### config.mk
export PLATFORM = sky130hd
export DESIGN_NAME = core_seq_ctrl
export DESIGN_NICKNAME = d
export VERILOG_FILES = /design/src/rtl/core_seq_ctrl_pkg.sv /design/src/rtl/core_op_classify.sv /design/src/rtl/core_seq_ctrl.sv
export SDC_FILE = /design/constraint.sdc
export NUM_CORES = 1
export LEC_CHECK = 0
export CAP_MARGIN = 20
export CORE_MARGIN = 1
export CORE_UTILIZATION = 25
export CTS_CLUSTER_SIZE = 20
export DETAILED_ROUTE_END_ITERATION = 10
export PLACE_DENSITY = 0.54
export SLEW_MARGIN = 10
export SYNTH_ARGS = -nofsm -noshare
export SYNTH_HDL_FRONTEND = slang
export SYNTH_SLANG_ARGS = --single-unit
### constraint.sdc
create_clock -name clk -period 10.78 [get_ports clk]
set_clock_uncertainty 0.1 [all_clocks]
set_input_delay 3.234 -clock clk [delete_from_list [all_inputs] [get_ports clk]]
set_output_delay 3.234 -clock clk [all_outputs]
set_load 0.02 [all_outputs]
### src/rtl/core_seq_ctrl_pkg.sv
// Shared definitions for the multi-cycle control sequencer: FSM state encoding,
// instruction class opcodes, ALU operation codes and fault codes.
package core_seq_ctrl_pkg;

    typedef enum logic [2:0] {
        StIdle,
        StFetch,
        StDecode,
        StExec,
        StWb,
        StFault
    } state_e;

    typedef enum logic [1:0] {
        ClsMovz,
        ClsAddi,
        ClsSubi,
        ClsUndef
    } op_class_e;

    // Instruction class is selected by ir[31:23]
    localparam logic [8:0] OP_MOVZ = 9'b110100101;
    localparam logic [8:0] OP_ADDI = 9'b100100010;
    localparam logic [8:0] OP_SUBI = 9'b110100010;

    localparam logic [1:0] ALU_PASS = 2'b00;
    localparam logic [1:0] ALU_ADD  = 2'b01;
    localparam logic [1:0] ALU_SUB  = 2'b10;
    localparam logic [1:0] ALU_NONE = 2'b11;

    localparam logic [1:0] FAULT_NONE    = 2'b00;
    localparam logic [1:0] FAULT_TIMEOUT = 2'b01;
    localparam logic [1:0] FAULT_UNDEF   = 2'b10;

endpackage

### src/rtl/core_op_classify.sv
// Combinational opcode classifier: ir[31:23] -> instruction class, ALU op and
// whether register 31 names SP (ADDI/SUBI) rather than XZR (MOVZ).
module core_op_classify
    import core_seq_ctrl_pkg::*;
(
    input  logic [8:0] opc,
    output logic [1:0] op_class,
    output logic [1:0] alu_op,
    output logic       sp_sel
);

    // Decode the opcode field; anything unrecognised is UNDEF
    always_comb begin
        op_class = ClsUndef;
        alu_op   = ALU_NONE;
        sp_sel   = 1'b0;
        case (opc)
            OP_MOVZ: begin
                op_class = ClsMovz;
                alu_op   = ALU_PASS;
            end
            OP_ADDI: begin
                op_class = ClsAddi;
                alu_op   = ALU_ADD;
                sp_sel   = 1'b1;
            end
            OP_SUBI: begin
                op_class = ClsSubi;
                alu_op   = ALU_SUB;
                sp_sel   = 1'b1;
            end
            default: ;
        endcase
    end

endmodule

### src/rtl/core_seq_ctrl.sv
// Multi-cycle FETCH/DECODE/EXEC/WB control sequencer for the ARM64 subset core.
// Optional build macro UNDEF_TRAP_EN: when defined, an undefined opcode in
// DECODE enters FAULT (code 10) with pc held; otherwise it retires as a NOP.
module core_seq_ctrl
    import core_seq_ctrl_pkg::*;
#(
    parameter logic [63:0] RESET_PC      = 64'h0,
    parameter int unsigned FETCH_TIMEOUT = 255
) (
    input  logic        clk,
    input  logic        rst,
    input  logic        run,
    input  logic        stall,
    output logic        imem_req,
    output logic [63:0] imem_addr,
    input  logic        imem_ack,
    input  logic [31:0] imem_rdata,
    output logic [31:0] ir_out,
    output logic [1:0]  alu_op,
    output logic [4:0]  rf_raddr,
    output logic [4:0]  rf_waddr,
    output logic        sp_sel,
    output logic        rf_we,
    output logic [63:0] pc,
    output logic [31:0] instret,
    output logic        busy,
    output logic        fault,
    output logic [1:0]  fault_code
);

    // Last FETCH cycle index; no ack by then means timeout
    localparam logic [15:0] TMO_LAST = 16'(FETCH_TIMEOUT - 1);

    state_e      state_q, state_d;
    logic [63:0] pc_q, pc_d;
    logic [31:0] ir_q, ir_d;
    logic [31:0] instret_q, instret_d;
    logic [1:0]  fault_code_q, fault_code_d;
    logic [15:0] tmo_q, tmo_d;

    logic [1:0]  cls;
    logic [1:0]  cls_alu_op;
    logic        cls_sp_sel;

    core_op_classify u_classify (
        .opc      (ir_q[31:23]),
        .op_class (cls),
        .alu_op   (cls_alu_op),
        .sp_sel   (cls_sp_sel)
    );

    // State and architectural registers
    always_ff @(posedge clk or posedge rst) begin
        if (rst) begin
            state_q      <= StIdle;
            pc_q         <= RESET_PC;
            ir_q         <= '0;
            instret_q    <= '0;
            fault_code_q <= FAULT_NONE;
            tmo_q        <= '0;
        end else begin
            state_q      <= state_d;
            pc_q         <= pc_d;
            ir_q         <= ir_d;
            instret_q    <= instret_d;
            fault_code_q <= fault_code_d;
            tmo_q        <= tmo_d;
        end
    end

    // Next-state logic and per-state strobes
    always_comb begin
        state_d      = state_q;
        pc_d         = pc_q;
        ir_d         = ir_q;
        instret_d    = instret_q;
        fault_code_d = fault_code_q;
        tmo_d        = tmo_q;
        imem_req     = 1'b0;
        rf_we        = 1'b0;
        alu_op       = ALU_NONE;
        sp_sel       = 1'b0;
        case (state_q)
            StIdle: begin
                tmo_d = '0;
                if (run) state_d = StFetch;
            end
            StFetch: begin
                imem_req = 1'b1;
                // Ack wins over an expiring timeout in the same cycle
                if (imem_ack) begin
                    ir_d    = imem_rdata;
                    tmo_d   = '0;
                    state_d = StDecode;
                end else if (tmo_q == TMO_LAST) begin
                    fault_code_d = FAULT_TIMEOUT;
                    state_d      = StFault;
                end else begin
                    tmo_d = tmo_q + 16'd1;
                end
            end
            StDecode: begin
                sp_sel = cls_sp_sel;
                if (!stall) begin
`ifdef UNDEF_TRAP_EN
                    if (cls == ClsUndef) begin
                        fault_code_d = FAULT_UNDEF;
                        state_d      = StFault;
                    end else begin
                        state_d = StExec;
                    end
`else
                    state_d = StExec;
`endif
                end
            end
            StExec: begin
                alu_op = cls_alu_op;
                sp_sel = cls_sp_sel;
                if (!stall) state_d = StWb;
            end
            StWb: begin
                alu_op = cls_alu_op;
                sp_sel = cls_sp_sel;
                // MOVZ to register 31 targets XZR, so the write is discarded
                rf_we     = (cls != ClsUndef) && !(cls == ClsMovz && ir_q[4:0] == 5'd31);
                pc_d      = pc_q + 64'd4;
                instret_d = instret_q + 32'd1;
                state_d   = run ? StFetch : StIdle;
            end
            StFault: ;
            default: state_d = StIdle;
        endcase
    end

    assign imem_addr  = pc_q;
    assign ir_out     = ir_q;
    assign rf_raddr   = ir_q[9:5];
    assign rf_waddr   = ir_q[4:0];
    assign pc         = pc_q;
    assign instret    = instret_q;
    assign busy       = (state_q != StIdle) && (state_q != StFault);
    assign fault      = (state_q == StFault);
    assign fault_code = fault_code_q;

endmodule

==> results of run 1 <==
## metal layers
layer	global-route usage (%)	vias up	part of all wire, %
li1	-	2618	-
met1	16.9	2629	45
met2	21.0	203	47
met3	4.20	13	7.0
met4	3.43	0	0.77
met5	0	-	0
## worst min-delay path by stage
stage,start,end,slack [ns],cells past startpoint
after floorplan,tmo_q[15]$_DFFE_PP0P_,tmo_q[15]$_DFFE_PP0P_,0.41,2
after global placement,fault_code[0]$_DFFE_PP0P_,fault_code[0]$_DFFE_PP0P_,0.35,1
after detailed placement,fault_code[0]$_DFFE_PP0P_,fault_code[0]$_DFFE_PP0P_,0.35,1
after CTS,instret[31]$_DFFE_PP0N_,instret[31]$_DFFE_PP0N_,0.37,1
after global routing,instret[31]$_DFFE_PP0N_,instret[31]$_DFFE_PP0N_,0.39,1
final,instret[31]$_DFFE_PP0N_,instret[31]$_DFFE_PP0N_,0.36,1
## flip-flops by register name, indices dropped and copies added (netlist names)
register	flops
ir_out	32
tmo_q	16
state_q	3
fault_code	1
instret	32
imem_addr	62
## synth_stat cells (13+ instances only)
master and instances:
sky130_fd_sc_hd__buf_4 78, sky130_fd_sc_hd__mux2_2 32, sky130_fd_sc_hd__nor2_1 47, sky130_fd_sc_hd__nand2_1 65, sky130_fd_sc_hd__xnor2_1 54, sky130_fd_sc_hd__and4_1 13, sky130_fd_sc_hd__nand4_1 30, sky130_fd_sc_hd__nand3_1 30
sky130_fd_sc_hd__xor2_1 50, sky130_fd_sc_hd__dfrtp_1 146, sky130_fd_sc_hd__nor3_1 26
## kinds of logic after synthesis
kind of cell	Yosys count
simple gates	269
flops	146
buf+inv	108
xor+xnor	104
mux	32
compound gates	22
fa+ha+maj	4
other cells	1
## worst max-delay path: stages, from the launching register on
cell and delay [ns]:
sky130_fd_sc_hd__dfrtp_1 0.52, sky130_fd_sc_hd__or3b_1 0.69, sky130_fd_sc_hd__a21oi_1 0.34, sky130_fd_sc_hd__o211ai_1 0.13, sky130_fd_sc_hd__clkdlybuf4s50_1 0.57
## cell type report
class	count	area share, %
repair buffers	245	23.9
inverters	12	0.490
clock buffers	17	4.16
multi-input cells	436	29.0
flip-flops and latches	146	35.8
well taps	384	4.70
clock inverters	15	1.94
## cells in the final DEF, fill, tap and decap left out, drive strengths merged, types with 19 or more instances in the layout
cell	count
nand2	65
inv	19
nor2	47
xor2	50
nand4	30
dfrtp	146
nor3	27
nand3	32
clkdlybuf4s50	242
xnor2	54
mux2	32
## power by group
group          total, W  leakage (nW)  internal [W]  switching, W
combinational  0.000571          2.00      0.000288      0.000283
clock          0.000634         0.310      0.000373      0.000261
sequential     0.000718          1.96      0.000628     0.0000895
## stage by stage
| step | cell area (um2) | util (%) | cells |
|---|---|---|---|
| detailed placement | 9590 | 33.4 | 1223 |
| floorplan | 7330 | - | 690 |
| finish | 10200 | 35.6 | 1255 |
| global route | 10200 | 35.6 | 1255 |
| global placement | 9590 | 33.4 | 1223 |
| CTS | 10200 | 35.6 | 1255 |
==> reports/qor.tcl, run 1 <==
set qor(crit_start) {state_q[1]$_DFFE_PP0P_}
set qor(drtIter0Drc) 356
set qor(boundaryPins) 248
set qor(cts-root-to-sink-buffers) 2
set qor(finalHoldWorstSlack_ns) 0.365
set qor(post_route_clock_period_utilization_pct) 55.7
set qor(postCtsHoldBufs) 0
set qor(setup_tns_ns) 0
set qor(port-buffer-count) 242
set qor(critPathCaptureType) {output port}
set qor(main_combinational_cell_family_by_area_after_synthesis) {simple AND/OR/NAND/NOR gates}
set qor(worstSetupStartpointType) {register}
set qor(rsz0062_at_grt) {false}
set qor(post_synth_main_area_contributors) {sky130_fd_sc_hd__dfrtp_1 50%, sky130_fd_sc_hd__buf_4 8.0%, sky130_fd_sc_hd__xnor2_1 6.5%, sky130_fd_sc_hd__xor2_1 6.0%, sky130_fd_sc_hd__mux2_2 4.9%}
set qor(synthCells) 686
set qor(period_minus_slack_ns) 6.00
set qor(timing.final.setup_violations) 0
set qor(num_rows) 62
set qor(dieArea_mm2) 0.0299
set qor(diodes_inserted) 0
set qor(worst_skew_pair.late_latency_ns) 0.42
set qor(place.gp.congestion) 0.791
set qor(timing.fmax_ghz) 0.167
set qor(setup_slack_ns) 4.78
set qor(yosys.area_share.adder_pct) 0.685
set qor(fraction_of_synthesis_flops_using_an_asynchronous_set_or_reset_pin_pct) 100
set qor(area_share_of_the_leading_cell_type_in_the_synthesized_netlist_pct) 50.0
set qor(timing.hold.worst.class) {reg2reg}
set qor(dp_worst_setup_slack_ns) 5.16
set qor(ff_to_ff_path_depth) 5
set qor(tritoncts_num_sinks) 146
set qor(power_w) 0.00192
set qor(final_layout_size_suffix_gt1_share_pct) 9.41
set qor(gr-usage-all-layers_pct) 13.1
set qor(syn-mean-instance-area_um2) 10.7
set qor(worst_setup_hold_path_clk_slew_ns) 0.07
set qor(route.vias.total) 5463
set qor(muxShareOfSynthArea_pct) 4.93
set qor(initial_core_util_pct) 25.5
set qor(routed_via_density) 4.35
set qor(synthDominantAreaCellType) {sky130_fd_sc_hd__dfrtp_1}
set qor(num-nets-final) 899
set qor(pwr_density_cell_mw_per_mm2) 188
set qor(worst_slew_pin_slew_ns) 0.970
set qor(initial_antenna_violation_count) 0
set qor(synth_compound_area_share_pct) 1.83
set qor(startpoint_of_the_lowest_slack_register_to_register_path) {state_q[2]$_DFFE_PP0P_}
set qor(multi_input_area_mm2) 0.00296
set qor(grt_max_degree) 76
set qor(dpl.hpwl_um) 14000
set qor(worstSetupPathType) {reg2out}
set qor(p_leak_nw) 4.27
set qor(synth.cell_area_mm2) 0.00731
set qor(run_status) {finished, final reports clean}
set qor(area_share_of_and_or_nand_nor_cells_after_synthesis_pct) 20.4
set qor(total_clock_buffers_created_by_cts) 17
set qor(cts_tree) {done}
set qor(worst_slew_margin_rel_pct) 34.7
set qor(timing.rr.end) {imem_addr[63]$_DFFE_PP0N_}
set qor(crit_path_max_fanout) 14
set qor(synth-seq-cells) 146
set qor(peak_supply_drop_v) 0.000132
set qor(hold_viol) 0
set qor(dr.pass1.iters) 4
set qor(grt_pass1_wl_um) 30900
set qor(slew_viol_final) 0
set qor(die_h_um) 173
set qor(xor_xnor_cell_area_share_of_the_yosys_netlist_pct) 12.5
set qor(ctsRootBufferMaster) {sky130_fd_sc_hd__clkbuf_16}
set qor(filler_cell_count) 2875
set qor(postSynth.topFlopCell) {sky130_fd_sc_hd__dfrtp_1}
set qor(drt_wl_cell_um) 15.1
set qor(htree_num_levels) 4
set qor(cp.arrival_ns) 2.67
set qor(grt_overflow) 0
set qor(reg2reg_setup_slack_ns) 7.52
set qor(remaining_routing_drc_violations) 0
set qor(worstSetupEndpoint) {alu_op[0]}
set qor(post_cts_resized) 0
set qor(final-seq-area_mm2) 0.00365
set qor(synth.yosys.seq_area_share_pct) 50.0
set qor(cts.repair_timing.setup_buffer_count) 0
set qor(grt_pass1_vias) 5456
set qor(core_mm2) 0.0287
set qor(synthToLayoutAreaGrowth_pct) 39.7
set qor(yosysUniqueCellTypes) 50
set qor(critPathRequiredTime_ns) 7.45
set qor(synth_warnings) 0
set qor(detail_route.wirelength_um) 19000
set qor(final_ant_viol_nets) 0
set qor(max_cap_violations) 0
set qor(width_of_the_chip_um) 173
set qor(number_of_enable_type_register_cells_in_the_synthesized_netlist) 0
Power figures use the tool's default switching activity.
==> inputs of run 2 (changes only) <==
==> constraint.sdc (replaced) <==
create_clock -name clk -period 5.7 [get_ports clk]
set_clock_uncertainty 0.1 [all_clocks]
set_input_delay 1.71 -clock clk [delete_from_list [all_inputs] [get_ports clk]]
set_output_delay 1.71 -clock clk [all_outputs]
set_load 0.02 [all_outputs]
==> run 2 against run 1 <==
Effect of this change: worst hold slack worse by 0.0069 ns; largest cell class unchanged; utilization down 0.12 points; combinational power up 91%; sequential power increased by 89%; global-route usage increased by 0.18 points; critical endpoint unchanged.
==> reports/qor.tcl, run 2 (same netlist as run 1, synthesis figures left out) <==
set qor(cts_tree) {done}
set qor(largest_reg_flops) 62 ;# unchanged
set qor(boundaryPins) 248 ;# unchanged
set qor(worstPathCellList) {or3b_1 > a21oi_1 > o211ai_1 > clkdlybuf4s50_1}
set qor(detail_route.wirelength_um) 19500 ;# +2.8%
set qor(peak_supply_drop_v) 0.000286 ;# +120%
set qor(synthToLayoutAreaGrowth_pct) 39.3
set qor(most_common_cell_after_layout_fill_and_taps_aside) {sky130_fd_sc_hd__clkdlybuf4s50_1}
set qor(final_ant_viol_nets) 0 ;# unchanged
set qor(grt_overflow) 0 ;# unchanged
set qor(worst_skew_pair.late_latency_ns) 0.41 ;# about the same
set qor(grt_pass1_vias) 5481 ;# +0.46%
set qor(remaining_routing_drc_violations) 0 ;# unchanged
set qor(worstSetupPathType) {reg2out}
set qor(dp_worst_setup_slack_ns) 1.65 ;# -3.51 ns
set qor(total_clock_buffers_created_by_cts) 17 ;# unchanged
set qor(max_cap_violations) 0 ;# unchanged
set qor(post_cts_resized) 0 ;# unchanged
set qor(worst_setup_hold_path_clk_slew_ns) 0.06 ;# about the same
set qor(rsz0062_at_grt) {false}
set qor(worst_path_max_delay_cell) {sky130_fd_sc_hd__or3b_1}
set qor(place.gp.congestion) 0.795 ;# +0.51%
set qor(post_layout_nonfiller_instances) 1256 ;# +0.080%
set qor(critPathRequiredTime_ns) 3.89 ;# -3.56 ns
set qor(multi_input_area_mm2) 0.00296 ;# unchanged
set qor(p_leak_nw) 4.23 ;# -0.87%
set qor(cts.repair_timing.setup_buffer_count) 0 ;# unchanged
set qor(crit_path_max_fanout) 12 ;# -2
set qor(run_status) {finished, final reports clean}
set qor(postCtsHoldBufs) 0 ;# unchanged
set qor(grt_pass1_wl_um) 31200 ;# +1.2%
set qor(ctsRootBufferMaster) {sky130_fd_sc_hd__clkbuf_16}
set qor(htree_num_levels) 4 ;# unchanged
set qor(timing.fmax_ghz) 0.225
set qor(layout.cell_area.non_filler_mm2) 0.0102 ;# -0.34%
set qor(cts-root-to-sink-buffers) 2 ;# unchanged
set qor(critPathCaptureType) {output port}
set qor(drtIter0Drc) 340 ;# -4.5%
set qor(period_minus_slack_ns) 4.45
set qor(diodes_inserted) 0 ;# unchanged
set qor(layout_common_cells) {242 x sky130_fd_sc_hd__clkdlybuf4s50_1, 146 x sky130_fd_sc_hd__dfrtp_1, 65 x sky130_fd_sc_hd__nand2_1, 54 x sky130_fd_sc_hd__xnor2_1, 50 x sky130_fd_sc_hd__xor2_1}
set qor(initial_core_util_pct) 25.5 ;# unchanged
set qor(hold_viol) 0 ;# unchanged
set qor(die_h_um) 173 ;# unchanged
set qor(filler_cell_count) 2902 ;# +0.94%
set qor(port-buffer-count) 242 ;# unchanged
set qor(slew_viol_final) 0 ;# unchanged
set qor(worstSetupStartpointType) {register}
set qor(final_layout_size_suffix_gt1_share_pct) 9.40 ;# -0.011 points
set qor(gr-usage-all-layers_pct) 13.3 ;# +0.18 points
set qor(initial_antenna_violation_count) 0 ;# unchanged
set qor(timing.final.setup_violations) 0 ;# unchanged
set qor(num_rows) 62 ;# unchanged
set qor(pwr_density_cell_mw_per_mm2) 348 ;# +85%
set qor(dpl.hpwl_um) 14200 ;# +1.1%
set qor(route.vias.total) 5521 ;# +1.1%
set qor(post-place-cells) 1224 ;# +0.082%
set qor(grt_max_degree) 147 ;# +93%
set qor(dr.pass1.iters) 5 ;# +1
set qor(cp.arrival_ns) 2.64 ;# -0.03 ns
set qor(final-seq-area_mm2) 0.00365 ;# unchanged
set qor(critical-path-top-delay-family) {simple AND/OR/NAND/NOR gates}
set qor(width_of_the_chip_um) 173 ;# unchanged
set qor(post_route_clock_period_utilization_pct) 78.0
set qor(worst_path_largest_cell_delay_ns) 0.66 ;# -0.03 ns
set qor(crit_buf_inv) 1 ;# unchanged
set qor(setup_slack_ns) 1.25 ;# -3.53 ns
set qor(routed_via_density) 4.40 ;# +0.98%
set qor(worst_slew_margin_rel_pct) 39.6 ;# +4.9 points
set qor(setup_tns_ns) 0 ;# unchanged
set qor(drt_wl_cell_um) 15.5 ;# +2.7%
set qor(worst_slew_pin_slew_ns) 0.898 ;# -0.0724 ns
set qor(num-nets-final) 900 ;# +0.11%
set qor(timing.hold.worst.class) {reg2reg}
set qor(cell_area_after_placement_mm2) 0.00961 ;# +0.20%
set qor(tritoncts_num_sinks) 146 ;# unchanged
set qor(core_mm2) 0.0287 ;# unchanged
set qor(dieArea_mm2) 0.0299 ;# unchanged
[run 2: changes by cell type in the layout (fill, tap and decap cells not counted), sizes merged]
cell,change
clkinvlp,+5
buf,+1
clkbuf,+2
inv,-4
clkinv,-1
bufinv,-2
[run 2: power by group]
group / leakage (nW) / switching, W / internal (W) / total [W]
Clock: 0.267 / 0.000473 / 0.000619 / 0.00109
Sequential: 1.96 / 0.000174 / 0.00119 / 0.00136
Combinational: 2.01 / 0.000541 / 0.000546 / 0.00109
Total: 4.23 / 0.00119 / 0.00235 / 0.00354
[run 2: path summary, 6_finish.rpt]
check	from	endpoint	slack (ns)	depth (start not counted)
min	fault_code[0]$_DFFE_PP0P_	fault_code[0]$_DFFE_PP0P_	0.36	1
max in group asynchronous	rst	imem_addr[9]$_DFFE_PP0N_	3.12	3
min in group asynchronous	rst	instret[5]$_DFFE_PP0N_	1.81	3
max reg2reg	state_q[2]$_DFFE_PP0P_	imem_addr[63]$_DFFE_PP0N_	2.65	6
min reg2reg	fault_code[0]$_DFFE_PP0P_	fault_code[0]$_DFFE_PP0P_	0.36	1
max	state_q[2]$_DFFE_PP0P_	alu_op[0]	1.25	4
[run 2: through the flow]
step / hold WS [ns] / power (W) / utilization (%)
after detailed placement: 0.344 / 0.00248 / 33.5
after CTS: 0.362 / 0.00361 / 35.5
after global routing: 0.367 / 0.00373 / 35.5
final: 0.358 / 0.00354 / 35.5
after global placement: 0.341 / 0.00248 / 33.5
after floorplan: 0.411 / 0.00200 / -
[run 2: layout make-up]
type | count | area share (%)
timing repair buffer | 246 | 24.2
inverter | 12 | 0.479
sequential | 146 | 35.9
clock buffer | 19 | 4.35
clock inverter | 13 | 1.24
tap | 384 | 4.72
multi-input combinational | 436 | 29.1
[run 2: worst register-to-register path: stages, from the launching register on]
cell and delay, ns:
sky130_fd_sc_hd__dfrtp_1 0.56, sky130_fd_sc_hd__nor3b_2 0.29, sky130_fd_sc_hd__buf_4 0.21, sky130_fd_sc_hd__nand4_1 0.18, sky130_fd_sc_hd__nand4bb_1 0.83, sky130_fd_sc_hd__nor4_1 0.61
sky130_fd_sc_hd__xor2_1 0.18
[run 2: metal layers]
| metal | vias up | track usage [%] | part of all wire, % |
|---|---|---|---|
| met4 | 0 | 3.24 | 0.84 |
| met2 | 209 | 21.7 | 47 |
| met1 | 2677 | 17.0 | 45 |
| met3 | 10 | 4.16 | 6.9 |
| met5 | - | 0 | 0 |
| li1 | 2625 | - | - |
==> inputs of run 3 (changes only) <==
==> constraint.sdc (replaced) <==
create_clock -name clk -period 4.5 [get_ports clk]
set_clock_uncertainty 0.1 [all_clocks]
set_input_delay 1.35 -clock clk [delete_from_list [all_inputs] [get_ports clk]]
set_output_delay 1.35 -clock clk [all_outputs]
set_load 0.02 [all_outputs]
==> run 3 against run 2 <==
Effect of this change: total power rose by 34%; global-route usage is essentially flat; cell count unchanged; clock power increased by 50%; register-to-register slack lost 1.2 ns; clock-buffer cell count stayed put; die area is the same; critical path depth is the same; first-iteration DRC count up 7.9%; worst hold slack improved by 0.016 ns; sequential cell count stayed put; sequential power is 26% higher; critical endpoint unchanged.
==> reports/qor.tcl, run 3 (same netlist as run 1, synthesis figures left out) <==
set qor(worstSetupPathType) {reg2out}
set qor(htree_num_levels) 4 ;# unchanged
set qor(post_route_clock_period_utilization_pct) 84.2
set qor(hold_viol) 0 ;# unchanged
set qor(grt_max_degree) 147 ;# unchanged
set qor(cts-root-to-sink-buffers) 2 ;# unchanged
set qor(remaining_routing_drc_violations) 0 ;# unchanged
set qor(route.vias.total) 5508 ;# -0.24%
set qor(width_of_the_chip_um) 173 ;# unchanged
set qor(cts_tree) {done}
set qor(post_cts_resized) 0 ;# unchanged
set qor(final_ant_viol_nets) 0 ;# unchanged
set qor(crit_path_max_fanout) 14 ;# +2
set qor(netSwitchingPower_w) 0.00149 ;# +25%
set qor(max_cap_violations) 0 ;# unchanged
set qor(filler_cell_count) 2904 ;# +0.069%
set qor(slew_viol_final) 0 ;# unchanged
set qor(power_frac_seq_pct) 36.4 ;# -2.1 points
set qor(startpoint_of_the_lowest_slack_register_to_register_path) {state_q[2]$_DFFE_PP0P_}
set qor(combinational_power_share_pct) 29.2 ;# -1.5 points
set qor(drtIter0Drc) 367 ;# +7.9%
set qor(cp.arrival_ns) 2.34 ;# -0.30 ns
set qor(critPathRequiredTime_ns) 3.05 ;# -0.84 ns
set qor(most_common_cell_after_layout_fill_and_taps_aside) {sky130_fd_sc_hd__clkdlybuf4s50_1}
set qor(timing.final.setup_violations) 0 ;# unchanged
set qor(synthToLayoutAreaGrowth_pct) 40.6
set qor(dieArea_mm2) 0.0299 ;# unchanged
set qor(diodes_inserted) 0 ;# unchanged
set qor(worstSetupStartpointType) {register}
set qor(crit_start) {state_q[1]$_DFFE_PP0P_}
set qor(routed_via_density) 4.39 ;# -0.24%
set qor(boundaryPins) 248 ;# unchanged
set qor(final_layout_size_suffix_gt1_share_pct) 9.29 ;# -0.11 points
set qor(peak_supply_drop_v) 0.000324 ;# +13%
set qor(timing.fmax_ghz) 0.264
set qor(initial_antenna_violation_count) 0 ;# unchanged
set qor(worstPathCellList) {or3b_1 > a21oi_1 > o211ai_1 > clkdlybuf4s50_1}
set qor(place.gp.congestion) 0.787 ;# -0.99%
set qor(worst_hold_startpoint) {instret[31]$_DFFE_PP0N_}
set qor(cts.repair_timing.setup_buffer_count) 0 ;# unchanged
set qor(ctsRootBufferMaster) {sky130_fd_sc_hd__clkbuf_16}
set qor(period_minus_slack_ns) 3.79
set qor(worst_path_max_delay_cell) {sky130_fd_sc_hd__clkdlybuf4s50_1}
set qor(grt_pass1_wl_um) 31100 ;# -0.36%
set qor(layout_common_cells) {242 x sky130_fd_sc_hd__clkdlybuf4s50_1, 146 x sky130_fd_sc_hd__dfrtp_1, 65 x sky130_fd_sc_hd__nand2_1, 54 x sky130_fd_sc_hd__xnor2_1, 50 x sky130_fd_sc_hd__xor2_1}
set qor(dr.pass1.iters) 5 ;# unchanged
set qor(worst_setup_hold_path_clk_slew_ns) 0.06 ;# about the same
set qor(worst_slew_margin_rel_pct) 35.0 ;# -4.5 points
set qor(tritoncts_num_sinks) 146 ;# unchanged
set qor(power.switching_fraction_pct) 31.5 ;# -2.1 points
set qor(initial_core_util_pct) 25.5 ;# unchanged
set qor(p_leak_nw) 4.28 ;# +1.2%
set qor(run_status) {finished, final reports clean}
set qor(num_rows) 62 ;# unchanged
set qor(dpl.hpwl_um) 14000 ;# -1.4%
set qor(postCtsHoldBufs) 0 ;# unchanged
set qor(pwr_density_cell_mw_per_mm2) 461 ;# +32%
set qor(p_int_w) 0.00324 ;# +38%
set qor(power_w) 0.00474 ;# +34%
set qor(num-nets-final) 901 ;# +0.11%
set qor(port-buffer-count) 242 ;# unchanged
set qor(gr-usage-all-layers_pct) 13.3 ;# -0.014 points
set qor(crit_buf_inv) 1 ;# unchanged
set qor(power.clock.fraction_pct) 34.4 ;# +3.6 points
set qor(timing.hold.worst.class) {reg2reg}
set qor(drt_wl_cell_um) 15.4 ;# -0.82%
set qor(detail_route.wirelength_um) 19400 ;# -0.82%
set qor(die_h_um) 173 ;# unchanged
set qor(setup_tns_ns) 0 ;# unchanged
set qor(critPathCaptureType) {output port}
set qor(worst_skew_pair.late_latency_ns) 0.42 ;# about the same
set qor(critical-path-top-delay-family) {buffers and inverters}
set qor(core_mm2) 0.0287 ;# unchanged
set qor(worst_slew_pin_slew_ns) 0.966 ;# +0.0675 ns
set qor(worst_path_largest_cell_delay_ns) 0.59 ;# -0.07 ns
set qor(rsz0062_at_grt) {false}
set qor(grt_overflow) 0 ;# unchanged
set qor(total_clock_buffers_created_by_cts) 17 ;# unchanged
set qor(grt_pass1_vias) 5514 ;# +0.60%
set qor(largest_reg_flops) 62 ;# unchanged
==> run 3: cell types whose count changed in the layout (fill, tap and decap cells not counted), sizes merged <==
cell | before | now
inv | 15 | 13
buf | 4 | 5
bufinv | 1 | 6
clkinv | 4 | 2
clkinvlp | 5 | 3
==> run 3: area by class of cell <==
cell class / instances / area (um2) / area share, %
sequential: 146 / 3650 / 35.5
timing repair buffer: 247 / 2470 / 24.0
tap: 384 / 480 / 4.67
clock inverter: 12 / 230 / 2.24
inverter: 12 / 48.8 / 0.475
multi-input combinational: 436 / 2960 / 28.8
clock buffer: 19 / 433 / 4.21
==> run 3: final timing paths <==
kind | endpoint | slack, ns | depth (start not counted)
max | alu_op[0] | 0.71 | 4
min | instret[31]$_DFFE_PP0N_ | 0.37 | 1
max reg2reg | imem_addr[63]$_DFFE_PP0N_ | 1.45 | 6
min reg2reg | instret[31]$_DFFE_PP0N_ | 0.37 | 1
max in group asynchronous | imem_addr[12]$_DFFE_PP0N_ | 2.28 | 3
min in group asynchronous | ir_out[20]$_DFFE_PP0P_ | 1.43 | 3
==> run 3: layer usage <==
metal,global-route usage (%),vias up,share of wire (%)
li1,-,2628,-
met5,0,-,0
met4,3.28,0,0.65
met2,21.3,198,47
met1,17.3,2672,46
met3,4.18,10,7.1
==> run 3: power groups by stage <==
stage | sequential, W | clock, W | combinational [W]
after floorplan | 0.00188 | 0 | 0.000645
after global placement | 0.00174 | 0 | 0.00140
after detailed placement | 0.00175 | 0 | 0.00140
after CTS | 0.00173 | 0.00168 | 0.00141
after global routing | 0.00176 | 0.00173 | 0.00147
final | 0.00172 | 0.00163 | 0.00138
==> run 3: through the flow <==
| step | instances | utilization [%] | worst slack, ns | hold WS (ns) | instance area, um2 |
|---|---|---|---|---|---|
| after floorplan | 690 | - | 1.22 | 0.411 | 7330 |
| after global placement | 1225 | 33.5 | 1.15 | 0.342 | 9620 |
| after detailed placement | 1225 | 33.5 | 1.12 | 0.362 | 9620 |
| after CTS | 1256 | 35.8 | 0.671 | 0.376 | 10300 |
| after global routing | 1256 | 35.8 | 0.561 | 0.394 | 10300 |
| final | 1256 | 35.8 | 0.712 | 0.374 | 10300 |
